==> src/rtl/bcd_down_timer_if.sv <==
// Control and status bundle for the BCD countdown timer.
interface bcd_down_timer_if #(
  parameter int unsigned DIGITS = 2
);
  localparam int unsigned W = 4 * DIGITS;

  logic         load;
  logic [W-1:0] load_value;
  logic         start;
  logic         pause;
  logic [W-1:0] counter;
  logic         running;
  logic         done;
  logic         tc_pulse;
  logic         load_err;

  // Controller side: issues requests, observes count and flags.
  modport master (
    output load, load_value, start, pause,
    input  counter, running, done, tc_pulse, load_err
  );

  // Timer side: consumes requests, produces count and flags.
  modport slave (
    input  load, load_value, start, pause,
    output counter, running, done, tc_pulse, load_err
  );
endinterface

==> src/rtl/bcd_down_timer.sv <==
// Multi-digit BCD countdown timer with load, start/pause control,
// prescaled decrement rate and a one-cycle terminal-count pulse.
module bcd_down_timer #(
  parameter int unsigned DIGITS   = 2,
  parameter int unsigned PRESCALE = 1
) (
  input logic             clk,
  input logic             reset,
  bcd_down_timer_if.slave bus
);

  localparam int unsigned W  = 4 * DIGITS;
  localparam int unsigned PW = (PRESCALE > 1) ? $clog2(PRESCALE) : 1;

  localparam logic [1:0] S_IDLE  = 2'd0;
  localparam logic [1:0] S_RUN   = 2'd1;
  localparam logic [1:0] S_PAUSE = 2'd2;
  localparam logic [1:0] S_DONE  = 2'd3;

  logic [1:0]    state_q,   state_d;
  logic [W-1:0]  count_q,   count_d;
  logic [PW-1:0] presc_q,   presc_d;
  logic          tc_q,      tc_d;
  logic          err_q,     err_d;
  logic          running_q, running_d;
  logic          done_q,    done_d;
  logic [W-1:0]  dec_value;

  // True when every digit of v is a legal BCD digit.
  function automatic logic bcd_valid(input logic [W-1:0] v);
    logic ok;
    ok = 1'b1;
    for (int unsigned i = 0; i < DIGITS; i++) begin
      if (v[4*i +: 4] > 4'd9) ok = 1'b0;
    end
    return ok;
  endfunction

  // BCD minus one: a zero digit becomes 9 and borrows from the next digit.
  function automatic logic [W-1:0] bcd_dec(input logic [W-1:0] v);
    logic [W-1:0] res;
    logic         borrow;
    res    = v;
    borrow = 1'b1;
    for (int unsigned i = 0; i < DIGITS; i++) begin
      if (borrow) begin
        if (v[4*i +: 4] == 4'd0) begin
          res[4*i +: 4] = 4'd9;
        end else begin
          res[4*i +: 4] = v[4*i +: 4] - 4'd1;
          borrow        = 1'b0;
        end
      end
    end
    return res;
  endfunction

  // Next-state and next-output logic; load outranks every state action.
  always_comb begin
    state_d   = state_q;
    count_d   = count_q;
    presc_d   = presc_q;
    tc_d      = 1'b0;
    err_d     = err_q;
    dec_value = bcd_dec(count_q);

    if (bus.load) begin
      if (bcd_valid(bus.load_value)) begin
        count_d = bus.load_value;
        err_d   = 1'b0;
        state_d = S_IDLE;
        presc_d = '0;
      end else begin
        // Malformed preset: keep count and state, only flag it.
        err_d = 1'b1;
      end
    end else begin
      case (state_q)
        S_IDLE: begin
          if (bus.start && !bus.pause) begin
            if (count_q == '0) begin
              state_d = S_DONE;
            end else begin
              state_d = S_RUN;
              presc_d = '0;
            end
          end
        end
        S_RUN: begin
          if (bus.pause) begin
            state_d = S_PAUSE;
          end else if (presc_q == PW'(PRESCALE - 1)) begin
            presc_d = '0;
            count_d = dec_value;
            if (dec_value == '0) begin
              state_d = S_DONE;
              tc_d    = 1'b1;
            end
          end else begin
            presc_d = presc_q + PW'(1);
          end
        end
        S_PAUSE: begin
          if (bus.start && !bus.pause) state_d = S_RUN;
        end
        default: begin
          // DONE holds until a load or reset.
        end
      endcase
    end

    running_d = (state_d == S_RUN);
    done_d    = (state_d == S_DONE);
  end

  // State and output registers, cleared asynchronously.
  always_ff @(posedge clk or posedge reset) begin
    if (reset) begin
      state_q   <= S_IDLE;
      count_q   <= '0;
      presc_q   <= '0;
      tc_q      <= 1'b0;
      err_q     <= 1'b0;
      running_q <= 1'b0;
      done_q    <= 1'b0;
    end else begin
      state_q   <= state_d;
      count_q   <= count_d;
      presc_q   <= presc_d;
      tc_q      <= tc_d;
      err_q     <= err_d;
      running_q <= running_d;
      done_q    <= done_d;
    end
  end

  assign bus.counter  = count_q;
  assign bus.running  = running_q;
  assign bus.done     = done_q;
  assign bus.tc_pulse = tc_q;
  assign bus.load_err = err_q;

endmodule

==> src/flat_wrapper.sv <==
// flat-port wrapper written by rule: the top's interface ports become plain ports
module bcd_down_timer_flat 
#(
  parameter int unsigned DIGITS   = 2,
  parameter int unsigned PRESCALE = 1
)
  (clk, reset, bus_load, bus_load_value, bus_start, bus_pause, bus_counter, bus_running, bus_done, bus_tc_pulse, bus_load_err);
  bcd_down_timer_if #(.DIGITS(DIGITS)) bus_i ();
  input logic clk;
  input logic reset;
  input wire logic [$bits(bus_i.load)-1:0] bus_load;
  input wire logic [$bits(bus_i.load_value)-1:0] bus_load_value;
  input wire logic [$bits(bus_i.start)-1:0] bus_start;
  input wire logic [$bits(bus_i.pause)-1:0] bus_pause;
  output wire logic [$bits(bus_i.counter)-1:0] bus_counter;
  output wire logic [$bits(bus_i.running)-1:0] bus_running;
  output wire logic [$bits(bus_i.done)-1:0] bus_done;
  output wire logic [$bits(bus_i.tc_pulse)-1:0] bus_tc_pulse;
  output wire logic [$bits(bus_i.load_err)-1:0] bus_load_err;
  assign bus_i.load = bus_load;
  assign bus_i.load_value = bus_load_value;
  assign bus_i.start = bus_start;
  assign bus_i.pause = bus_pause;
  assign bus_counter = bus_i.counter;
  assign bus_running = bus_i.running;
  assign bus_done = bus_i.done;
  assign bus_tc_pulse = bus_i.tc_pulse;
  assign bus_load_err = bus_i.load_err;
  bcd_down_timer #(.DIGITS(DIGITS), .PRESCALE(PRESCALE)) u_core (.clk(clk), .reset(reset), .bus(bus_i));
endmodule
==> config.mk <==
export PLATFORM = sky130hd
export DESIGN_NAME = bcd_down_timer_flat
export DESIGN_NICKNAME = d
export VERILOG_FILES = /design/src/rtl/bcd_down_timer_if.sv /design/src/rtl/bcd_down_timer.sv /design/src/flat_wrapper.sv
export SDC_FILE = /design/constraint.sdc
export NUM_CORES = 1
export LEC_CHECK = 0
export BUFFER_PORTS_ARGS = -buffer_cell sky130_fd_sc_hd__buf_2
export CAP_MARGIN = 20
export CORE_MARGIN = 2
export CORE_UTILIZATION = 46
export DETAILED_ROUTE_END_ITERATION = 8
export PLACE_DENSITY = 0.73
export SLEW_MARGIN = 25
export SYNTH_ARGS = -nofsm -noshare
export SYNTH_HDL_FRONTEND = slang
export SYNTH_SLANG_ARGS = --single-unit
==> constraint.sdc <==
create_clock -name clk -period 1.9 [get_ports clk]
set_input_delay 0.38 -clock clk [delete_from_list [all_inputs] [get_ports clk]]
set_output_delay 0.38 -clock clk [all_outputs]
set_load 0.02 [all_outputs]
# ---- Word level (Yosys, flattened, before mapping)
# Cells that the tools add are included.
dict set report totals {
  output_inout_bits 12
  elab_cells 67
  inputBits 13
  ff_bits 15
}
dict set report classes {
  reduce_logical 11
  n_lt_le_gt_ge 2
  eq_ne 10
  mux 34
  addsub 3
}
# op n
set op_table {}
lappend op_table {{$mux 8} 5}
lappend op_table {{$logic_not 8->1} 2}
lappend op_table {{$mux 1} 16}
lappend op_table {{$mux 2} 8}
lappend op_table {{$mux 4} 3}
lappend op_table {{$gt 4x4->1 const B} 2}
lappend op_table {{$logic_not 4->1} 2}
lappend op_table {{$sub 4x1->4 const B} 2}
lappend op_table {{$ne 3x3->1 const B} 2}
lappend op_table {{$pmux 2 s3} 1}
lappend op_table {{$reduce_and 5->1} 1}
lappend op_table {{$eq 2x1->1 const B} 2}
lappend op_table {{$eq 2x2->1 const B} 2}
lappend op_table {{$ne 2x2->1 const B} 2}
lappend op_table {{$reduce_and 4->1} 1}
lappend op_table {{$ne 3x2->1 const B} 1}
lappend op_table {{$reduce_bool 3->1} 1}
lappend op_table {{$logic_not 2->1} 1}
lappend op_table {{$ne 2x1->1 const B} 1}
lappend op_table {{$pmux 1 s2} 1}
lappend op_table {{$reduce_bool 2->1} 1}
lappend op_table {{$add 1x1->1 const B} 1}
lappend op_table {{$logic_and 1x1->1} 1}
lappend op_table {{$logic_not 1->1} 1}

# ---- Depth between registers and ports, before layout
dict set report depth {
  ltp_word 10
  ltp_mapped 7
  depth_no_buf 7
}

# ---- Worst setup path before layout
# No wires, ideal clock.
dict set report synth_timing {
  kind {register to register}
  from {reg u_core.count_q[0], in the netlist u_core.bus.counter[0]}
  to {reg u_core.done_q, in the netlist u_core.bus.done}
  t_required_ps 1781
  path_stages_with_launch 8
  arrival_time_ps 1835
  setup_ps 119
  path_slack_ps -54
  period_less_slack_ps 1954
  n_path_buf 0
  cell_sequence {dfrtp_1 -> inv_1 -> ha_1 -> nor4b_2 -> mux2i_1 -> nor3b_1 -> a221o_1 -> and2_1}
}
dict set report synth_between {
  elab_chain_cells 10
  word_cells_on_any_way 15
  cone_classes {add/sub (1); eq/ne (1); mux (10); reduce/logical (3)}
}
# item line_no
set synth_lines {}
lappend synth_lines {{start, declared} bcd_down_timer.sv:21} ;# logic [W-1:0] count_q, count_d;
lappend synth_lines {{start signal, assigned} bcd_down_timer.sv:128} ;# count_q <= count_d;
lappend synth_lines {{branches (longest 7 deep; another with $sub 4x1->4)} --}
lappend synth_lines {{$pmux 2 s3 (*)} bcd_down_timer.sv:78} ;# case (state_q)
lappend synth_lines {{$mux 2 (*)} bcd_down_timer.sv:67} ;# if (bus.load) begin
lappend synth_lines {{via u_core.state_d[1]} bcd_down_timer.sv:20} ;# logic [1:0] state_q, state_d;
lappend synth_lines {{$eq 2x2->1 (*)} bcd_down_timer.sv:113} ;# done_d = (state_d == S_DONE);
lappend synth_lines {{via u_core.done_d} bcd_down_timer.sv:26} ;# logic done_q, done_d;
lappend synth_lines {{end signal, assigned} bcd_down_timer.sv:133} ;# done_q <= done_d;
lappend synth_lines {{end, declared} bcd_down_timer.sv:26}
# Mark *: on every way through the listed nets, which the timed path passes.
# A chain may end at the register's enable or synchronous reset.

# ---- Worst setup path after layout
# Same ends and word-level chain as after synthesis.

==> flow_summary.yaml <==
sta:
  slew_violations: 0
  clock_skew_ps: 1.777
  setup_viol_count_final: 0
  min_period_over_period: 0.9678
  fmax_mhz: 543.8
  min_period_ps: 1839
  setup_tns_ps: 0
  worst_hold_slack_ps: 121.8
  hold_viol_final: 0
  fin_ws_ps: 61.21
  relSlewSlack: 0.6312
  rsz0062_at_grt: "no"
  tightest_slew_ps: 552.5
die:
  die_area_um2: 2441
  fp-row-count: 16
  core_area_um2: 1962
  die_w_um: 49.41
  pin_count: 25
  die_h_um: 49.41
  initial_core_util: 0.4834
worst_setup_path:
  arrival_ps: 2030
  r2r_setup_slack_ps: 60
  start_kind: "flop"
  critical-path-top-delay-family: "simple AND/OR/NAND/NOR gates"
  end_kind: "flop"
  crit_chain: "inv_4 > ha_4 > or3b_4 > o21ai_2 > a211oi_1 > a221o_1 > and2_1"
  r2r_end: "u_core.bus.done"
  cp_max_fo: 5
  max_stage_delay_ps: 430
  r2r_start: "u_core.bus.counter[0]"
  critPathBufInv: 1
  reg2reg_depth: 7
  critical_path_class: "flop to flop"
  required_ps: 2090
  cp_slowest_cell: "dfrtp_2"
place:
  post_dp_cell_area_um2: 1150
  dpl.hpwl_um: 1871
  place.gp.congestion: 0.8796
  dp_slack_ps: 3.352
  io_buffers: 24
yosys:
  async_flop_share: 1.000
  synthFlopType: "dfrtp_1"
  syn_inst: 105
  synth_edf_count: 0
  yosys_warnings: 0
  ys_ff_latch: 14
  synth_cell_types: 37
  avgSynthCellArea_um2: 9.032
  mappedNetlistNets: 121
  synth_area_um2: 948.4
  seq_area_frac_synth: 0.3694
layout:
  design_area_um2: 1209
  n_antenna_cell: 0
  drive_gt1_frac: 0.4015
  final_nets: 154
  area_growth_pct: 27.44
  post-route-util: 0.6161
  final_common_cell: "buf_2"
  most-common-layout-cells: "buf_2, dfrtp_1, nor2_1"
route:
  drt_iter0_markers: 34
  remaining_drc_errors: 0
  wl_per_cell_um: 14.58
  vias: 937
  drt_wl_total_um: 2391
  drt_pass1_iterations: 4
  drtAntennaViolNets: 0
  avgViaCountPerCell: 5.713
outcome:
  status: "completed"
cts:
  clockBufferDepth: 2
  clkLatencyLatePin_ps: 290
  clock-sinks: 14
  cts_buffers: 3
  cts_tree: "built"
  htreeDepth: 1
  clk_pin_slew_ps: 90
  root_buffer: "clkbuf_4"
worst_hold_path:
  hold_class: "input pin to asynchronous set/reset pin"
global_routing:
  antenna_found_initial: 0
  grt_pass1_vias: 914
  globalRouteOverflowTotal: 0
  grt_pass1_wl_um: 4167
  grt_usage: 0.2192
  grt_max_degree: 15
pwr:
  ir_worst_vdd_v: 0.0007475
  power.density_nw_per_um2: 1057
  p_leak_nw: 0.5495
flow_run:
  maxCapViolCount: 0
## state kept, by name, summed over array words and instances, names as in the netlist
register	cells
u_core.bus.counter	8
u_core.bus.done	1
u_core.bus.load_err	1
u_core.bus.running	1
u_core.bus.tc_pulse	1
u_core.state_q	2
## how the worst max path moves through the flow
stage,start,endpoint,slack [ps],cells past startpoint
after floorplan,u_core.bus.counter[0],u_core.bus.done,20,7
after global placement,u_core.bus.counter[1],u_core.bus.done,60,7
after detailed placement,u_core.bus.counter[1],u_core.bus.done,3,7
after CTS,u_core.bus.counter[0],u_core.bus.done,40,7
after global routing,u_core.bus.counter[0],u_core.bus.done,3,7
final,u_core.bus.counter[0],u_core.bus.done,60,7
## metrics by stage
stage          cells  power (W)
4_1_cts          163   0.001262
2_1_floorplan    105  0.0008448
3_3_place_gp     159   0.001010
3_5_place_dp     159   0.001034
5_1_grt          164   0.001371
6_report         164   0.001277
## cell type report
class	count	area [um2]
repair buffers	34	195.2
clock buffers	4	36.28
multi-input cells	79	563.0
well taps	27	33.78
inverters	6	27.53
flip-flops and latches	14	352.8
fillers	182	753.2
## cell usage after synthesis (2+ instances only)
cell | count | area, um2
a211oi_1 | 3 | 22.52
a21oi_1 | 8 | 40.04
a221o_1 | 2 | 20.02
a22oi_1 | 4 | 30.03
buf_2 | 3 | 15.01
clkbuf_1 | 2 | 7.510
dfrtp_1 | 14 | 350.3
ha_1 | 3 | 37.54
inv_1 | 6 | 22.52
mux2i_1 | 2 | 20.02
nand2_1 | 4 | 15.01
nor2_1 | 11 | 41.29
nor2b_1 | 3 | 18.77
nor3_1 | 4 | 20.02
nor3b_1 | 4 | 30.03
nor3b_2 | 2 | 25.02
o21ai_0 | 7 | 35.03
o21ai_2 | 2 | 17.52
o21bai_1 | 2 | 15.01
o31a_2 | 2 | 20.02
## power breakdown
part           leakage, nW  internal, W  switching (W)  total, W
Clock               0.0210     0.000117       0.000108  0.000224
Combinational        0.358     0.000272       0.000306  0.000577
Sequential           0.170     0.000361       0.000114  0.000475
Total                0.549     0.000750       0.000528   0.00128
## logic make-up after synthesis
group	after synthesis	synth area share
multiplexers	3	0.03298
flip-flops	14	0.3694
adder cells (fa/ha/maj)	3	0.03958
AND/OR/NAND/NOR	38	0.2428
AO/OA/AOI/OAI	35	0.2559
buffers and inverters	12	0.05936
## repair_timing
action,4_1_cts,5_1_grt
pin swaps,0,0
gates resized for setup,1,2
endpoints found under the setup margin,1,1
buffers inserted,0,1
hold buffers,0,0
## routing by layer
metal / vias to the layer above / GRT usage / share of wire
met3: 6 / 0.03374 / 0.056
met2: 39 / 0.3649 / 0.49
met4: 0 / 0.07407 / 0.017
met1: 446 / 0.2899 / 0.44
li1: 446 / - / -
met5: - / 0 / 0
(Power assumes the default switching activity.)
